File: config.mk
export PLATFORM = sky130hd
export DESIGN_NAME = baud_gen_frac
export DESIGN_NICKNAME = d
export VERILOG_FILES = /design/src/rtl/baud_pkg.sv /design/src/rtl/baud_os_div.sv /design/src/rtl/baud_gen_frac.sv
export SDC_FILE = /design/constraint.sdc
export NUM_CORES = 1
export LEC_CHECK = 0
export CAP_MARGIN = 20
export CORE_ASPECT_RATIO = 1.75
export CORE_MARGIN = 1.5
export CORE_UTILIZATION = 60
export CTS_BUF_LIST = sky130_fd_sc_hd__clkbuf_8
export DETAILED_ROUTE_END_ITERATION = 8
export DONT_BUFFER_PORTS = 1
export PLACE_DENSITY = 0.76
export SETUP_SLACK_MARGIN = 0.4
export SLEW_MARGIN = 20
export SYNTH_ARGS = -nofsm -noshare
export SYNTH_HDL_FRONTEND = slang
export SYNTH_SLANG_ARGS = --single-unit
export TNS_END_PERCENT = 1
File: constraint.sdc
create_clock -name clock -period 5.2 [get_ports clock]
set_input_delay 0.52 -clock clock [delete_from_list [all_inputs] [get_ports clock]]
set_output_delay 0.52 -clock clock [all_outputs]
set_load 0.1 [all_outputs]
File: src/rtl/baud_pkg.sv
// Shared defaults and the divisor record for the fractional baud generator.
package baud_pkg;

  localparam int CNT_W_DEF     = 16;
  localparam int FRAC_W_DEF    = 4;
  localparam int OSR_DEF       = 16;
  localparam int RESET_DIV_DEF = 651;

  typedef struct packed {
    logic [CNT_W_DEF-1:0]  div_int;
    logic [FRAC_W_DEF-1:0] div_frac;
  } baud_div_t;

endpackage

File: src/rtl/baud_os_div.sv
// Oversampling divider: counts rx ticks and emits one tx tick every OSR of them.
module baud_os_div
  import baud_pkg::*;
#(
  parameter int OSR = OSR_DEF
) (
  input  logic clock,
  input  logic reset,
  input  logic enable,
  input  logic step,
  output logic tick_tx
);

  localparam int OS_W = $clog2(OSR);

  logic [OS_W-1:0] os_cnt;

  // step is the same-edge wrap strobe that sets tick_rx, so tick_tx lines up with it
  always_ff @(posedge clock or negedge reset) begin
    if (!reset) begin
      os_cnt  <= '0;
      tick_tx <= 1'b0;
    end else if (!enable) begin
      os_cnt  <= '0;
      tick_tx <= 1'b0;
    end else if (step) begin
      if (os_cnt == OS_W'(OSR - 1)) begin
        os_cnt  <= '0;
        tick_tx <= 1'b1;
      end else begin
        os_cnt  <= os_cnt + OS_W'(1);
        tick_tx <= 1'b0;
      end
    end else begin
      tick_tx <= 1'b0;
    end
  end

endmodule

File: src/rtl/baud_gen_frac.sv
// Fractional-N baud generator with rx oversampling tick and tx bit tick.
// Define BAUD_FRAC_EN to include the fractional accumulator; otherwise div_frac is ignored.
module baud_gen_frac
  import baud_pkg::*;
#(
  parameter int CNT_W     = CNT_W_DEF,
  parameter int FRAC_W    = FRAC_W_DEF,
  parameter int OSR       = OSR_DEF,
  parameter int RESET_DIV = RESET_DIV_DEF
) (
  input  logic              clock,
  input  logic              reset,
  input  logic              enable,
  input  logic [CNT_W-1:0]  div_int,
  input  logic [FRAC_W-1:0] div_frac,
  input  logic              div_load,
  input  logic              rx_resync,
  output logic              tick_rx,
  output logic              tick_tx,
  output logic              div_ack,
  output logic              div_err
);

  typedef struct packed {
    logic [CNT_W-1:0]  int_part;
    logic [FRAC_W-1:0] frac_part;
  } div_t;

  div_t             act, pend, req;
  logic             pend_valid;
  logic [CNT_W-1:0] rx_cnt, rx_last;
  logic             load_ok, load_bad, wrap, apply, ext;

`ifdef BAUD_FRAC_EN
  logic [FRAC_W-1:0] acc;
  logic [FRAC_W:0]   acc_sum;

  assign req     = '{int_part: div_int, frac_part: div_frac};
  assign acc_sum = {1'b0, acc} + {1'b0, act.frac_part};

  // ext holds the carry from the last wrap; it stretches the period now running
  always_ff @(posedge clock or negedge reset) begin
    if (!reset) begin
      acc <= '0;
      ext <= 1'b0;
    end else if (!enable || rx_resync) begin
      acc <= '0;
      ext <= 1'b0;
    end else if (wrap) begin
      {ext, acc} <= acc_sum;
    end
  end
`else
  logic unused_frac;

  assign req         = '{int_part: div_int, frac_part: '0};
  assign ext         = 1'b0;
  assign unused_frac = ^{div_frac, act.frac_part};
`endif

  assign load_ok  = div_load && (div_int >= CNT_W'(2));
  assign load_bad = div_load && !(div_int >= CNT_W'(2));
  assign rx_last  = act.int_part - CNT_W'(1) + CNT_W'(ext);
  assign wrap     = enable && !rx_resync && (rx_cnt == rx_last);
  assign apply    = !enable || wrap;

  always_ff @(posedge clock or negedge reset) begin
    if (!reset) begin
      act        <= '{int_part: CNT_W'(RESET_DIV), frac_part: '0};
      pend       <= '0;
      pend_valid <= 1'b0;
      rx_cnt     <= '0;
      tick_rx    <= 1'b0;
      div_ack    <= 1'b0;
      div_err    <= 1'b0;
    end else begin
      tick_rx <= wrap;
      div_err <= load_bad;
      div_ack <= 1'b0;

      if (!enable || rx_resync || wrap)
        rx_cnt <= '0;
      else
        rx_cnt <= rx_cnt + CNT_W'(1);

      // a load arriving on the apply edge wins over an older pending value
      if (apply && (load_ok || pend_valid)) begin
        act        <= load_ok ? req : pend;
        pend_valid <= 1'b0;
        div_ack    <= 1'b1;
      end else if (load_ok) begin
        pend       <= req;
        pend_valid <= 1'b1;
      end
    end
  end

  baud_os_div #(
    .OSR (OSR)
  ) u_os_div (
    .clock   (clock),
    .reset   (reset),
    .enable  (enable),
    .step    (wrap),
    .tick_tx (tick_tx)
  );

endmodule

## After elaboration in Yosys (flattened, before gate mapping)

Cells that the tools add are included.

- Input bits: 25
- Register bits: 57
- Output and inout port bits: 4
- Word-level logic and storage cells: 40

- Reduce and logical (&&, ||, !) cells: 13
- Multiplexer cells: 11
- $lt $le $gt $ge: 1
- Eq/ne operators: 3
- Add/sub/neg operators: 3

Operators with widths:

| cell | number |
|---|---|
| 2-to-1 mux 20 bit | 1 |
| adder 16 x 1 -> 16 bit, second input constant | 1 |
| == test 16 bit | 1 |
| greater-or-equal comparator 16 x 2 -> 1 bit, second input constant | 1 |
| 2-to-1 mux 16 bit | 1 |
| subtractor 16 x 1 -> 16 bit, second input constant | 1 |
| 2-to-1 mux 4 bit | 3 |
| 2-to-1 mux 1 bit | 6 |
| logical AND 1 bit | 5 |
| adder 4 x 1 -> 4 bit, second input constant | 1 |
| == test 4 bit, second input constant | 1 |
| logical OR 1 bit | 4 |
| zero test 1 bit | 3 |
| inequality test 2 x 1 -> 1 bit, second input constant | 1 |
| nonzero test 2 bit | 1 |

## Longest topological paths before layout

Gate-level depths: netlist of the first run.

- Word-level depth: 6
- Mapped depth: 11
- Depth with buffers taken out: 9

## By module

A second synthesis of the first run with hierarchy kept.

- Cells, all modules: 291
- Area total of the unflattened synthesis: 3,224.3 sq um

Modules (own cells, without submodules):

| module | seq. area each (sq um) | cells an instance | instances | area an instance (sq um) |
|---|---|---|---|---|
| baud_gen_frac | 1,307.5 | 268 | 1 | 2,982.9 |
| baud_os_div | 125.1 | 23 | 1 | 241.5 |

## Least setup slack after synthesis of the first run

OpenSTA, ideal clock, no wires.

- Kind: reg2reg
- Start point: reg act[4] (netlist name)
- End point: reg act[8] (netlist name)
- Cell stages (with the launch flop): 12
- Path buffers: 2
- Required time: 5,075 ps
- Library setup time: 125 ps
- Setup slack: 2,076 ps
- Arrival time: 2,999 ps
- Period minus slack after synthesis: 3,124 ps
- Path through: dfstp_2 -> inv_1 -> ha_1 -> or3b_2 -> nor4_4 -> xnor2_1 -> a2111o_1 -> o41a_4 -> or2_1 -> buf_6 -> buf_8 -> mux2_4

- Cells in the longest elaborated chain, start to end: 5

Ends and longest elaborated chain:

| item | RTL line | RTL |
|---|---|---|
| start, declared | baud_gen_frac.sv:29 | `div_t act, pend, req;` |
| start signal, assigned | baud_gen_frac.sv:69 | `act <= '{int_part: CNT_W'(RESET_DIV), frac_part: '0};` |
| start signal, assigned | baud_gen_frac.sv:88 | `act <= load_ok ? req : pend;` |
| subtractor 16 x 1 -> 16 bit | baud_gen_frac.sv:63 | `assign rx_last = act.int_part - CNT_W'(1) + CNT_W'(ext);` |
| == test 16 bit | baud_gen_frac.sv:64 | `assign wrap = enable && !rx_resync && (rx_cnt == rx_last);` |
| logical AND 1 bit | baud_gen_frac.sv:64 |  |
| logical OR 1 bit | baud_gen_frac.sv:65 | `assign apply = !enable \|\| wrap;` |
| logical AND 1 bit | baud_gen_frac.sv:87 | `if (apply && (load_ok \|\| pend_valid)) begin` |

No other way between the ends.
A chain may end at the register's enable or synchronous reset.

## Worst setup path in the final report of the first run

- Start point: reg act[6] (netlist name)
- End point: reg act[8] (netlist name)

Same word-level chain as after synthesis.

==> results of run 1 <==
repair_timing:
action                                  in CTS  in global routing
endpoints found under the hold margin       52                  0
hold buffers                                 2                  0
buffers inserted                             0                  0
endpoints found under the setup margin       0                  0
sequential cells by signal (all words and copies together), names as in the netlist, 4 cells and up:
name             cells
act                 16
pend                16
rx_cnt              16
u_os_div.os_cnt      4
how the worst min path moves through the flow:
stage,to,depth (start not counted)
after floorplan,act[10],0
after global placement,rx_cnt[15],0
after detailed placement,rx_cnt[15],0
after CTS,act[4],0
after global routing,act[4],0
final,act[4],0
per-layer routing:
layer  track usage (%)  wire length (µm)
met5                 0                 0
met2              41.7              3360
met4              10.7               156
met3              6.69               238
met1              26.8              2470
layout make-up:
class                           instances  area, µm²  share of cell area, %
Clock buffer                           10        138                   4.09
Clock inverter                          6       58.8                   1.75
Inverter                               17       63.8                   1.90
Multi-Input combinational cell        207       1570                   46.6
Sequential cell                        57       1430                   42.6
Tap cell                               54       67.6                   2.01
Timing Repair Buffer                    2       37.5                   1.12
power breakdown:
group          internal (µW)  leakage [µW]  switching [µW]
logic                   95.1      0.000580            90.3
clock network            230     0.0000995             182
registers                495      0.000717            56.0
total                    820       0.00140             328
stage by stage:
stage                     cells  setup WS, ns  util, %
after floorplan             291          2.08        -
after global placement      335          1.53     62.4
after detailed placement    335          1.50     62.4
after CTS                   353          1.49     67.0
after global routing        353          1.14     67.0
final                       353          1.47     67.0
placed cells by master (no fill, tap or decap), types with 3 or more instances in the layout:
cell type,n
a211oi_1,3
a21oi_1,7
and2_1,3
and3_1,3
clkbuf_8,10
dfrtp_1,52
dfstp_2,5
ha_1,3
inv_1,18
mux2_1,7
mux2_2,22
mux2i_1,9
nand2_1,3
nand3_1,18
nand4_1,6
nor2_1,26
nor2b_1,3
nor3_1,7
nor3b_1,3
nor4_1,7
o21ai_0,7
or4_1,3
xnor2_1,19
xor2_1,14
critical path, delay by kind of cell (launching register included):
kind               cells  cell delay [ns]
muxes                  1             0.39
AOI/OAI and AO/OA      2             0.89
DFF                    1             0.43
and+or+nand+nor        4             1.91
cell families (layout without fill, tap and decap cells):
family | count (synthesis) | in the layout
AO/OA/AOI/OAI | 36 | 36
XOR/XNOR | 33 | 33
adder cells (fa/ha/maj) | 3 | 3
buffers and inverters | 27 | 35
flip-flops | 57 | 57
multiplexers | 40 | 40
AND/OR/NAND/NOR | 95 | 95
==> metrics.md, run 1 <==
| Metric | Value |
|---|---|
| Status | `finished with violations` |
| Failing checks | `design-rule violations` |
| Reg2reg end | `act[8]` |
| Detailed Route WL | `6230 µm` |
| Synth top area cells | `dfrtp_1, mux2_2, xnor2_1, dfstp_2, xor2_1` |
| Clock sinks | `57` |
| Crit end category | `register` |
| GRT Overall Usage | `24.1%` |
| Drt first pass iters | `6` |
| Crit-path max cell delay | `0.84 ns` |
| Post-DP HPWL | `4270 µm` |
| Vias per cell | `6.07` |
| Num rows | `34` |
| Die X | `57.7 µm` |
| Post-synthesis cell count | `291` |
| 1st-iter DRT viols | `37` |
| Synthesized area | `0.00314 mm²` |
| # IOs | `29` |
| Antenna Cells | `0` |
| Slew HR | `32.2%` |
| Warning count from the yosys run | `0` |
| Gpl congestion | `0.898` |
| Synth Area in XOR/XNOR | `9.19%` |
| Critical path capture point | `act[8]` |
| GRT overflow | `0` |
| Post-synthesis sequential area ratio | `45.6%` |
| Most frequent cells after synthesis | `dfrtp_1, nor2_1, mux2_2` |
| Largest net degree at the start of global routing | `53` |
| Number of synthesized flops with an enable pin | `0` |
| Vias in the first global route | `2196` |
| Design Area, Final | `0.00337 mm²` |
| Top FF cell, synth | `dfrtp_1` |
| Post-CTS Resized | `0` |
| Fmax | `268 MHz` |
| Crit path launch | `act[6]` |
| Clock Pin Slew Worst Setup and Hold Paths | `0.07 ns` |
| First-pass GRT wire length | `10300 µm` |
| CP most frequent cell | `nand4_1` |
| Die height | `98.8 µm` |
| Final Setup Violations | `0` |
| Worst skew pair latency | `0.34 ns` |
| Worst Setup Path Type | `register to register` |
| Compound-gate portion of the synthesized area | `8.20%` |
| Reg2Reg Setup Slack | `1.47 ns` |
| CP cell instances | `nor4_1 -> nand4_1 -> o31ai_1 -> nand4_1 -> o41a_4 -> or2_1 -> mux2_4` |
| Vias | `2142` |
| Synthesized Nets | `319` |
| Synth cell types | `53` |
| Critical R2R Launch | `act[6]` |
| Initial Utilization | `62.6%` |
| Synth area leader | `dfrtp_1` |
| Max-Cap Viols | `0` |
| Die area | `0.00570 mm²` |
| Fin Setup TNS | `0 ns` |
| CTS Root Cell | `clkbuf_8` |
| Fin crit period | `3.73 ns` |
| H-tree depth | `3` |
| Crit path DAT | `3.97 ns` |
| Core area | `0.00502 mm²` |
| IO Port Bufs | `0` |
| Hold Path Class | `primary input to async pin` |
| Ys async rst share | `100%` |
| Mux cell area share after synthesis | `14.2%` |
| Clock Skew | `0.0100 ns` |
| WP data required | `5.43 ns` |
| Synth Area in Adders | `1.19%` |
| Syn-to-layout area delta | `7.04%` |
| Post-route ant nets | `0` |
| CP Max Fanout | `17` |
| Worst reg-to-reg path cell count | `7` |
| CP Launch Type | `register` |
| Largest family of logic cells by synthesized area | `simple AND/OR/NAND/NOR gates` |
| CTS tree | `built` |
| Synth top area share | `41.4%` |
| Final hold viol count | `0` |
| Period utilization | `71.8%` |
| Final hold slack | `0.0135 ns` |
| WL per Instance | `17.6 µm` |
| Most common cell in the synthesized netlist | `dfrtp_1` |
| Placed Area | `0.00313 mm²` |
| Synth Area in Simple Gates | `17.1%` |
| Antenna violations before repair | `0` |
| Max Slew Vio Count | `0` |
| Worst vdd ir | `0.209 mV` |
| DRC Markers | `2` |
| Share of cells above drive strength 1 | `17.7%` |
| Crit-path slowest cell | `nor4_1` |
| Unrepaired setup endpoints after global routing | `no` |
| Clk buf depth | `2` |
| Overall power | `1150 µW` |
| Post-synthesis register bit count | `57` |
| Pwr per Cell Area | `341 mW/mm²` |
| TritonCTS Buffers | `9` |
| Fill cells | `408` |
| Worst Max-Slew Pin Slew | `1.01 ns` |
| Final nets | `322` |
| Mean Syn Cell Area | `10.8 µm²` |
| Lkg Pwr | `0.00140 µW` |
Power figures use the tool's default switching activity.
==> inputs of run 2 (changes only) <==
Settings changed: CORE_UTILIZATION 60 to 59, PLACE_DENSITY 0.76 to 0.78.
Clock period 5.2 ns to 3 ns, I/O delays scaled along.
==> run 2 against run 1 <==
Against the previous run: the run now ends clean; register-to-register slack worse by 1.4 ns; global-route usage increased by 1.5 points; non-clock buffer count up 33; worst setup slack got worse by 1.4 ns; sequential share of layout area decreased by 4.0 points; maximum frequency is 25% higher; largest cell class unchanged; largest power group unchanged.
==> metrics.md, run 2 (synthesized netlist as in run 1, its figures left out) <==
| Metric | Value |
|---|---|
| Worst vdd ir | `0.446 mV (+110%)` |
| Final Non-Filler Cells | `387 (+9.6%)` |
| Share of cells above drive strength 1 | `29.2% (+11 points)` |
| Post-DP HPWL | `4900 µm (+15%)` |
| Commonest cells after routing, fill and taps aside | `dfrtp_1, buf_4, nor2_1` |
| Reg2reg end | `act[8]` |
| Worst Setup Path Type | `register to register` |
| Pwr per Cell Area | `569 mW/mm² (+67%)` |
| 1st-iter DRT viols | `54 (+46%)` |
| Worst setup slack after layout | `0.0215 ns (-1.44 ns)` |
| Critical R2R Launch | `act[12]` |
| Fin crit period | `2.98 ns (-0.755 ns)` |
| Status | `finished clean` |
| Reg2Reg Setup Slack | `0.02 ns (-1.44 ns)` |
| Worst reg-to-reg path cell count | `9 (+2)` |
| Vias | `2334 (+9.0%)` |
| Crit path DAT | `3.20 ns (-0.77 ns)` |
| Initial Utilization | `60.3% (-2.3 points)` |
| Syn-to-layout area delta | `18.1%` |
| Die height | `99.6 µm (+0.82%)` |
| GRT Overall Usage | `25.6% (+1.5 points)` |
| Clock Skew | `0.0136 ns (+0.00359 ns)` |
| Worst skew pair latency | `0.34 ns (about the same)` |
| Drt first pass iters | `6 (unchanged)` |
| Lkg Pwr | `0.00158 µW (+13%)` |
| Final Setup Violations | `0 (unchanged)` |
| Unrepaired setup endpoints after global routing | `yes` |
| First-pass GRT wire length | `11000 µm (+6.4%)` |
| Final nets | `355 (+10%)` |
| WP data required | `3.22 ns (-2.21 ns)` |
| Crit end category | `register` |
| Hold path depth | `2` |
| Antenna violations before repair | `0 (unchanged)` |
| Slew HR | `42.5% (+10 points)` |
| Clk buf depth | `2 (unchanged)` |
| TritonCTS Buffers | `9 (unchanged)` |
| Fmax | `336 MHz (+25%)` |
| Worst Hold Endpoint | `div_err` |
| IO Port Bufs | `0 (unchanged)` |
| Vias in the first global route | `2409 (+9.7%)` |
| Pre-CTS WS | `-0.201 ns (-1.71 ns)` |
| Clock sinks | `57 (unchanged)` |
| CTS Root Cell | `clkbuf_8` |
| Worst Max-Slew Pin Slew | `0.863 ns (-0.145 ns)` |
| Hold path start | `div_load` |
| H-tree depth | `3 (unchanged)` |
| DRC Markers | `0 (-2)` |
| Max Slew Vio Count | `0 (unchanged)` |
| Period utilization | `99.3% (+27 points)` |
| # IOs | `29 (unchanged)` |
| CTS tree | `built` |
| CP Launch Type | `register` |
| Final hold viol count | `0 (unchanged)` |
| GRT overflow | `0 (unchanged)` |
| Top Registers | `act: 16 flops, pend: 16 flops, rx_cnt: 16 flops` |
| Commonest non-fill, non-tap cell in the layout | `dfrtp_1` |
| Overall power | `2110 µW (+84%)` |
| Placed Cells incl. Taps | `367 (+9.6%)` |
| Final Util | `71.3% (+4.2 points)` |
| Max-Cap Viols | `0 (unchanged)` |
| WL per Instance | `17.4 µm (-1.3%)` |
| Fin Setup TNS | `0 ns (unchanged)` |
| Detailed Route WL | `6740 µm (+8.2%)` |
| Antenna Cells | `0 (unchanged)` |
| Die X | `58.2 µm (+0.81%)` |
| Die area | `0.00579 mm² (+1.6%)` |
| Core area | `0.00521 mm² (+3.8%)` |
| Post-route ant nets | `0 (unchanged)` |
| CP Max Fanout | `13 (-4)` |
| Gpl congestion | `0.909 (+1.2%)` |
| Largest net degree at the start of global routing | `58 (+9.4%)` |
| Num rows | `35 (+2.9%)` |
| Clock Pin Slew Worst Setup and Hold Paths | `0.07 ns (about the same)` |
| Hold Path Class | `primary input to register` |
| Vias per cell | `6.03 (-0.61%)` |
[run 2: timing repair]
action / in CTS / in global routing
hold endpoints to repair: 57 / 0
setup buffers: 0 / 2
pin swaps: 1 / 1
endpoints found under the setup margin: 56 / 56
gates resized for setup: 3 / 4
hold buffers: 2 / 0
[run 2: per-stage QoR]
step / area [µm²] / hold slack, ns
4_1_cts: 3680 / 0.0463
3_3_place_gp: 3430 / 0.00652
2_1_floorplan: 3180 / 0.00441
6_report: 3710 / 0.0586
3_5_place_dp: 3430 / 0.00650
5_1_grt: 3710 / 0.0719
[run 2: layout make-up]
class	count	area (µm²)
sequential	57	1430
fill	361	1500
clock buffer	10	138
clock inverter	6	60.1
multi-input combinational	207	1620
inverter	17	63.8
tap	55	68.8
timing repair buffer	35	327
[run 2: how the worst max path moves through the flow]
stage,from,end,slack [ns]
after global placement,act[5],act[8],-0.07
after global routing,act[5],act[8],-0.04
after CTS,act[12],act[8],0.03
after detailed placement,act[5],act[8],-0.20
final,act[12],act[8],0.02
after floorplan,act[5],act[8],0.0007
[run 2: routing by layer]
metal	global-route usage, %	share of wire (%)	up-vias
met5	0	0	-
met4	18.1	5.6	0
met3	5.85	3.1	25
met2	43.4	54	49
met1	27.0	38	1150
li1	-	-	1110
[run 2: worst max-delay path, cell delays in order (launching register included)]
cell      delay [ns]
dfrtp_1         0.40
buf_6           0.12
or4_4           0.53
nor3_2          0.18
o211ai_1        0.10
a2111o_1        0.42
o41a_4          0.39
or2_4           0.27
buf_12          0.15
mux2_4          0.29
[run 2: report_power, final]
part | leakage [µW] | switching, µW | total [µW] | internal (µW)
clock network | 0.000103 | 302 | 703 | 401
registers | 0.000717 | 80.8 | 938 | 858
logic | 0.000762 | 216 | 471 | 255
total | 0.00158 | 599 | 2110 | 1510
==> inputs of run 3 (changes only) <==
Settings changed: ABC_CLOCK_PERIOD_IN_PS from default to 3000.
==> results of run 3 <==
Final layout, timing and power as in run 2 (identical DEF).
